[config.mk]
export PLATFORM = sky130hd
export DESIGN_NAME = rx_iq_fifo
export DESIGN_NICKNAME = d
export VERILOG_FILES = /design/src/rtl/iq_pkg.sv /design/src/rtl/iq_dpram.sv /design/src/rtl/rx_iq_fifo.sv
export SDC_FILE = /design/constraint.sdc
export NUM_CORES = 2
export LEC_CHECK = 0
export CAP_MARGIN = 20
export CELL_PAD_IN_SITES_DETAIL_PLACEMENT = 0
export CELL_PAD_IN_SITES_GLOBAL_PLACEMENT = 2
export CORE_AREA = 5 5 394 396
export DETAILED_ROUTE_END_ITERATION = 12
export DIE_AREA = 0 0 399 401
export PLACE_DENSITY = 0.89
export SLEW_MARGIN = 30
export SYNTH_ARGS = -nofsm -noshare
export SYNTH_HDL_FRONTEND = slang
export SYNTH_SLANG_ARGS = --single-unit
export TNS_END_PERCENT = 20
[constraint.sdc]
create_clock -name clk_in -period 9.2 [get_ports clk_in]
set_clock_uncertainty 0.1 [all_clocks]
set_input_delay 1.84 -clock clk_in [delete_from_list [all_inputs] [get_ports clk_in]]
set_output_delay 1.84 -clock clk_in [all_outputs]
set_load 0.03 [all_outputs]
[src/rtl/iq_pkg.sv]
// Shared I/Q sample widths, RX FIFO sizing and SEND PARAMS status-bit layout.
// No logic; constants and a small helper only.
// Imported by the RX FIFO and by whatever assembles the status byte.
package iq_pkg;

  localparam int IQ_W              = 16;
  localparam int RX_FIFO_ADDR_W    = 6;
  localparam int RX_FIFO_AFULL_LVL = 48;

  // Bit positions of the sticky RX FIFO flags inside the SEND PARAMS status byte.
  localparam int STAT_RX_OVF_BIT   = 6;
  localparam int STAT_RX_UDF_BIT   = 7;

  // Places the two sticky flags at their status-byte positions, other bits zero.
  function automatic logic [7:0] rx_fifo_status(input logic ovf, input logic udf);
    logic [7:0] s;
    s                  = '0;
    s[STAT_RX_OVF_BIT] = ovf;
    s[STAT_RX_UDF_BIT] = udf;
    return s;
  endfunction

endpackage

[src/rtl/iq_dpram.sv]
// Simple dual-port RAM: one write port, one registered read port (block RAM style).
// Read data appears 1 clk after rd_en and holds until the next rd_en.
// No backpressure; the caller guarantees address validity.
module iq_dpram #(
  parameter int ADDR_W = 6,
  parameter int WIDTH  = 32
) (
  input  logic              clk_in,
  input  logic              rst,
  input  logic              wr_en,
  input  logic [ADDR_W-1:0] wr_addr,
  input  logic [WIDTH-1:0]  wr_dat,
  input  logic              rd_en,
  input  logic [ADDR_W-1:0] rd_addr,
  output logic [WIDTH-1:0]  rd_dat
);

  logic [WIDTH-1:0] mem_q [2**ADDR_W];
  logic [WIDTH-1:0] rd_dat_q;

  // Write port; contents are never cleared, only overwritten.
  always_ff @(posedge clk_in) begin
    if (wr_en) mem_q[wr_addr] <= wr_dat;
  end

  // Registered read port; read-before-write when both ports hit one address.
  always_ff @(posedge clk_in) begin
    if (rst)        rd_dat_q <= '0;
    else if (rd_en) rd_dat_q <= mem_q[rd_addr];
  end

  assign rd_dat = rd_dat_q;

endmodule

[src/rtl/rx_iq_fifo.sv]
// RX I/Q pair FIFO between the DDC output and the MCU parallel-bus reader.
// Pop data/out_valid exactly 1 clk after rd_req; output word holds between pops.
// No stall: writes while full are dropped (overflow), reads while empty ignored (underflow).
module rx_iq_fifo
  import iq_pkg::*;
#(
  parameter int DATA_W    = IQ_W,
  parameter int ADDR_W    = RX_FIFO_ADDR_W,
  parameter int AFULL_LVL = RX_FIFO_AFULL_LVL
) (
  input  logic                     clk_in,
  input  logic                     rst,
  input  logic signed [DATA_W-1:0] in_I,
  input  logic signed [DATA_W-1:0] in_Q,
  input  logic                     in_valid,
  input  logic                     rd_req,
  output logic signed [DATA_W-1:0] out_I,
  output logic signed [DATA_W-1:0] out_Q,
  output logic                     out_valid,
  output logic [ADDR_W:0]          level,
  output logic                     empty,
  output logic                     almost_full,
  output logic                     overflow,
  output logic                     underflow,
  input  logic                     clr_flags
);

  localparam logic [ADDR_W:0] ONE      = {{ADDR_W{1'b0}}, 1'b1};
  localparam logic [ADDR_W:0] AFULL_TH = AFULL_LVL[ADDR_W:0];

  logic [ADDR_W:0]     wr_ptr_q, wr_ptr_d;
  logic [ADDR_W:0]     rd_ptr_q, rd_ptr_d;
  logic [ADDR_W:0]     level_q, level_d;
  logic                ovf_q, ovf_d;
  logic                udf_q, udf_d;
  logic                out_vld_q;
  logic                ptr_full, ptr_empty;
  logic                wr_fire, rd_fire;
  logic [2*DATA_W-1:0] rd_dat;

  // Wrap bit differs with equal low bits means full; all bits equal means empty.
  assign ptr_full  = (wr_ptr_q[ADDR_W] != rd_ptr_q[ADDR_W]) &&
                     (wr_ptr_q[ADDR_W-1:0] == rd_ptr_q[ADDR_W-1:0]);
  assign ptr_empty = (wr_ptr_q == rd_ptr_q);

  // A same-cycle pop frees a slot, so a write into a full FIFO is still taken.
  // A write into an empty FIFO never falls through to a same-cycle read.
  assign rd_fire = rd_req && !ptr_empty;
  assign wr_fire = in_valid && (!ptr_full || rd_fire);

  // Next-state for pointers, fill level and sticky flags (a new event beats clr_flags).
  always_comb begin
    wr_ptr_d = wr_ptr_q;
    rd_ptr_d = rd_ptr_q;
    level_d  = level_q;
    ovf_d    = ovf_q;
    udf_d    = udf_q;
    if (wr_fire) wr_ptr_d = wr_ptr_q + ONE;
    if (rd_fire) rd_ptr_d = rd_ptr_q + ONE;
    case ({wr_fire, rd_fire})
      2'b10:   level_d = level_q + ONE;
      2'b01:   level_d = level_q - ONE;
      default: level_d = level_q;
    endcase
    if (clr_flags) begin
      ovf_d = 1'b0;
      udf_d = 1'b0;
    end
    if (in_valid && !wr_fire) ovf_d = 1'b1;
    if (rd_req && !rd_fire)   udf_d = 1'b1;
  end

  // State registers; reset drops contents and any pending pop.
  always_ff @(posedge clk_in) begin
    if (rst) begin
      wr_ptr_q  <= '0;
      rd_ptr_q  <= '0;
      level_q   <= '0;
      ovf_q     <= 1'b0;
      udf_q     <= 1'b0;
      out_vld_q <= 1'b0;
    end else begin
      wr_ptr_q  <= wr_ptr_d;
      rd_ptr_q  <= rd_ptr_d;
      level_q   <= level_d;
      ovf_q     <= ovf_d;
      udf_q     <= udf_d;
      out_vld_q <= rd_fire;
    end
  end

  iq_dpram #(
    .ADDR_W (ADDR_W),
    .WIDTH  (2*DATA_W)
  ) u_ram (
    .clk_in  (clk_in),
    .rst     (rst),
    .wr_en   (wr_fire && !rst),
    .wr_addr (wr_ptr_q[ADDR_W-1:0]),
    .wr_dat  ({in_Q, in_I}),
    .rd_en   (rd_fire && !rst),
    .rd_addr (rd_ptr_q[ADDR_W-1:0]),
    .rd_dat  (rd_dat)
  );

  assign out_I       = rd_dat[DATA_W-1:0];
  assign out_Q       = rd_dat[2*DATA_W-1:DATA_W];
  assign out_valid   = out_vld_q;
  assign level       = level_q;
  assign empty       = (level_q == '0);
  assign almost_full = (level_q >= AFULL_TH);
  assign overflow    = ovf_q;
  assign underflow   = udf_q;

endmodule

Word-level counts from Yosys, hierarchy flattened --
Memories as Yosys holds them, arrays and structs flattened. A register that Yosys moved wholly into a read port is not among the register bits. Cells that the tools add are included.
Storage, ports and cells: bits in registers 24, bits in writable memories 2048, bits of input ports 37, memories 1, logic and storage cells 40, output and inout port bits 44
Memories:
- u_ram.mem_q | words 64, width 32, read ports 1, clocked after memory_dff 1, write ports 1, RTL line iq_dpram.sv:18 | logic [WIDTH-1:0] mem_q [2**ADDR_W];
Operators by class: reductions and logical operators 17, $add $sub $neg 4, $lt $le $gt $ge 1, mux-type cells 6, eq/ne operators 5
Operators with widths (number):
- adder 7 x 1 -> 7 bit (second input constant) | 3
- one-hot mux 7 bit (2 select lines) | 1
- == test 7 bit | 1
- >= comparator 7 x 6 -> 1 bit (second input constant) | 1
- logical AND 1 bit | 7
- logical NOT 7 bit | 1
- subtractor 7 x 1 -> 7 bit (second input constant) | 1
- == test 6 bit | 1
- nonzero test 2 bit | 3
- logical NOT 1 bit | 5
- 2-to-1 mux 1 bit | 5
- == test 2 x 1 -> 1 bit (second input constant) | 1
- == test 2 bit (second input constant) | 1
- logical OR 1 bit | 1
- != test 1 bit | 1

Logic depth before layout (Yosys ltp) --
depth in word-level cells 8, mapped depth 12, depth with buffers taken out 11

Modules after synthesis --
A second synthesis with hierarchy kept.
Unflattened totals: cells, all modules 3878, area, all modules 81034.0 sq um
Modules (own cells, without submodules):
- iq_dpram | cells each 3710, sequential area each 62139.6 sq um, area an instance 79590.1 sq um, times used 1
- rx_iq_fifo | cells each 168, sequential area each 480.5 sq um, area an instance 1443.9 sq um, times used 1

Least setup slack after synthesis --
OpenSTA, ideal clock, no wires.
kind input to register, start point in rd_req, end point mem u_ram.mem_q[59][0] (enable), library setup time 421 ps, data required time 8679 ps, slack 4702 ps, data arrival time 3976 ps, stages on the path 5, cell sequence or4_1 -> o21a_1 -> buf_2 -> nand4_1 -> nor2_1
On the way: cells in the longest elaborated chain, start to end 6
RTL lines:
- start: declaration | RTL line rx_iq_fifo.sv:16 | input logic rd_req,
- logical AND 1 bit | RTL line rx_iq_fifo.sv:48 | assign rd_fire = rd_req && !ptr_empty;
- logical OR 1 bit | RTL line rx_iq_fifo.sv:49 | assign wr_fire = in_valid && (!ptr_full || rd_fire);
- logical AND 1 bit | RTL line rx_iq_fifo.sv:49
- logical AND 1 bit | RTL line rx_iq_fifo.sv:98 | .wr_en (wr_fire && !rst),
- 2-to-1 mux 1 bit | RTL line iq_dpram.sv:23 | if (wr_en) mem_q[wr_addr] <= wr_dat;
- 2-to-1 mux 1 bit (implied by the code) | RTL line iq_dpram.sv:23
- end: declaration | RTL line iq_dpram.sv:18
No other way between the ends.

Final worst setup path --
start point in rd_req, end point mem u_ram.mem_q[4][9] (enable)
The elaborated chain is that of the path after synthesis.

==> results.tsv <==
stage	metric	value	unit
floorplanning	rows	143	
layout	fin_cells	6321	
worst_setup_path	setup.worst_path.end_class	flop	
synthesis	netlist_area	81000	sq um
worst_setup_path	critPathSlowestCell	clkdlybuf4s50_1	
worst_setup_path	critPathArrivalTime	5270	ps
clock_tree	cts_root_buf	clkbuf_16	
detailed_routing	dr.pass1.iters	6	
global_routing	grt_pass1_vias	39900	
hold_path	whs_path_depth	2	
power_and_ir_drop	finalPower	21.1	mW
clock_tree	cts_sinks	2104	
global_routing	grt-ovfl-total	0	
floorplanning	core-area	151000	sq um
status	status	complete, no violations	
detailed_routing	drc	0	
sta	final.setup.tns	0	ps
clock_tree	cts_made_buffers	198	
synthesis	synth_flop_cell	edfxtp_1	
sta	worst_slack	4280	ps
worst_setup_path	path_max_fanout	26	
synthesis	ys_types	61	
sta	period_share	53.5	%
synthesis	synth_cells	3915	
power_and_ir_drop	power.density	229	nW/um^2
clock_tree	cts_resized	0	
layout	layout-drive-gt1-share	22.7	%
synthesis	yosys.area.top_type_share	76.0	%
detailed_routing	vias	41200	
layout	fill_cells	10300	
clock_tree	cts.clk_slew.worst_paths	60	ps
synthesis	yosysSeqAreaShare	77.3	%
hold_path	hold_class	flop to flop	
floorplanning	pin_count	81	
layout	final_nets	4158	
detailed_routing	drt_iter0_drc	5763	
global_routing	track_usage	26.6	%
clock_tree	h-tree-depth	4	
detailed_routing	ant_nets	0	
synthesis	ys_seq_elements	2104	
worst_setup_path	reg2reg_depth	8	
synthesis	synth_edf_count	2048	
sta	worst_slew_margin_rel	27.1	%
sta	hold_violations	0	
clock_tree	clockBufferDepth	3	
global_routing	grt_max_degree	126	
worst_setup_path	worstPathRequired	9550	ps
power_and_ir_drop	vdd_drop_max	0.000199	V
hold_path	min_to	overflow$_SDFFE_PP0P_	
synthesis	synth_warnings	0	
place	hpwl	128000	microns
synthesis	syn_avg_cell_area	20.7	sq um
clock_tree	cts_tree	done	
global_routing	gr-usage-met2	41.6	%
clock_tree	postCtsHoldBufs	0	
sta	setup_viol	0	
worst_setup_path	crit_cells	8	
worst_setup_path	r2r_start	rd_ptr_q[1]$_SDFFE_PP0N_	
floorplanning	chipHeight	401	microns
hold_path	worstHoldStart	overflow$_SDFFE_PP0P_	
global_routing	grt_busiest_layer	met2	
clock_tree	clk_latency	820	ps
worst_setup_path	crit_chain	clkdlybuf4s50_1, or4_1, o21a_1, nor2b_1, nand3b_1, buf_4, nor2_4, buf_4	
worst_setup_path	regToRegEndpoint	u_ram.rd_dat[31]$_SDFFE_PP0P_	
global_routing	antenna_found_initial	10	
detailed_routing	wire_per_inst	33.8	microns
place	dp_worst_setup_slack	3440	ps
floorplanning	dieArea	160000	sq um
clock_tree	post_cts_buffers	0	
sta	period_needed	4920	ps
layout	areaGrowthSynthToFinish	13.7	%
power_and_ir_drop	leakage	27.9	nW
sta	maxSlewViolCount	0	
worst_setup_path	rrSetupSlack	4320	ps
worst_setup_path	crit_buf_inv	3	
synthesis	yosysTopAreaCell	edfxtp_1	
worst_setup_path	crit_family	buffers and inverters	
global_routing	gr-usage-met1	37.4	%
sta	max_freq	203	MHz
floorplanning	start_util	53.6	%
synthesis	ys_top_cells_by_area	edfxtp_1 76%, mux4_2 10%, mux2i_1 3.1%	
worst_setup_path	path_common_cell	buf_4	
place	placed_cells	5938	
synthesis	ys_async_sr_fraction	0	%
place	place_congestion	0.854	
detailed_routing	drt-total-wl	214000	microns
global_routing	grt_pass1_wl	301000	microns
global_routing	grt_util_met3	5.43	%
sta	grt_setup_unrepaired	no	
synthesis	synth_nets	3960	
sta	whs	386	ps
worst_setup_path	crit_type	primary input to flop	
sta	tightest_slew	1060	ps
detailed_routing	vias_per_cell	6.51	
floorplanning	die_x	399	microns
place	port_buffers	80	
worst_setup_path	cp-start-kind	primary input	
worst_setup_path	critPathMaxStageDelay	680	ps
job	maxCapViolCount	0	
## worst max path at each step
stage | slack (ps) | startpoint | end
after floorplan | 4700 | rd_req | u_ram.mem_q[59][0]$_DFFE_PP_
after global placement | 3460 | rd_req | u_ram.mem_q[20][14]$_DFFE_PP_
after detailed placement | 3440 | rd_req | u_ram.mem_q[12][6]$_DFFE_PP_
after CTS | 4320 | rd_req | u_ram.mem_q[12][20]$_DFFE_PP_
after global routing | 4180 | rd_ptr_q[1]$_SDFFE_PP0N_ | u_ram.rd_dat[31]$_SDFFE_PP0P_
final | 4280 | rd_req | u_ram.mem_q[4][9]$_DFFE_PP_
## flip-flops by register name (all words and copies together) (netlist names)
register      cells
level             7
out_valid         1
overflow          1
rd_ptr_q          7
u_ram.mem_q    2048
u_ram.rd_dat     32
underflow         1
wr_ptr_q          7
## logic make-up after synthesis
logic type / synth area share [%]
AO/OA/AOI/OAI: 4.15
XOR/XNOR: 0.238
adder cells (fa/ha/maj): 0.133
buffers and inverters: 1.77
flip-flops: 77.3
multiplexers: 14.2
AND/OR/NAND/NOR: 2.13
## area by class of cell
| class | instances | area, sq um | share of cell area (%) |
|---|---|---|---|
| Sequential cell | 2104 | 62600 | 68.0 |
| Multi-Input combinational cell | 1576 | 17500 | 19.0 |
| Clock buffer | 279 | 5560 | 6.04 |
| Timing Repair Buffer | 225 | 2940 | 3.19 |
| Tap cell | 2030 | 2540 | 2.76 |
| Clock inverter | 94 | 852 | 0.925 |
| Inverter | 8 | 31.3 | 0.0340 |
| Antenna cell | 5 | 12.5 | 0.0136 |
## metal layers
layer,wire length [microns],up-vias
li1,-,16700
met1,78400,21400
met2,102000,2625
met3,22700,386
met4,10400,2
met5,13,-
## layout by cell type (no fill, tap or decap), types with 43 or more instances in the layout
cell type and count:
edfxtp_1 2048, mux4_2 361, mux2i_1 254, clkbuf_16 205, a22oi_1 136, nand2_1 121
a21oi_1 115, buf_4 93, nor2_1 89, nor2_4 65, clkbuf_1 59, buf_16 55
dfxtp_1 50, mux2_2 48, clkdlybuf4s50_1 47, nand3_1 43
## worst min-delay path: stages, from the launching register on
cell and delay [ps]:
dfxtp_1 310, nand2b_1 70, a21oi_1 60
## Yosys cell counts, types with 4 or more instances
master,n
nor2b_1,14
or3_1,4
xnor2_1,9
nor2_1,155
nand3_1,44
dfxtp_1,56
buf_2,69
a41oi_1,4
o21ai_0,31
and2_1,5
o221ai_1,15
and3_1,4
edfxtp_1,2048
o21a_1,8
mux2i_1,254
a22o_1,9
buf_6,18
mux4_2,361
xor2_1,13
a221oi_1,22
buf_12,8
nand4_1,13
o22ai_1,40
buf_4,49
a211oi_1,16
o31ai_1,4
nand2_1,121
nand3b_1,9
a22oi_1,136
buf_1,10
nor3_1,9
inv_1,8
a221oi_2,7
mux2_2,48
a2111oi_0,15
mux4_1,12
a311oi_1,33
a31oi_1,7
clkbuf_1,71
a21oi_1,115
ha_1,7
## report_power, final
part | internal, mW | total [mW] | switching [mW] | leakage (nW)
sequential | 10.6 | 10.7 | 0.103 | 18.9
combinational | 0.990 | 2.40 | 1.41 | 5.92
clock | 4.52 | 8.04 | 3.53 | 3.13
total | 16.1 | 21.1 | 5.03 | 27.9
## stage by stage
step	util [%]	area (sq um)
3_5_place_dp	56.6	85500
2_1_floorplan	-	81000
5_1_grt	60.9	92100
6_report	60.9	92100
4_1_cts	60.8	91900
3_3_place_gp	55.6	84100
No activity file was read; power rests on OpenSTA's default activity.
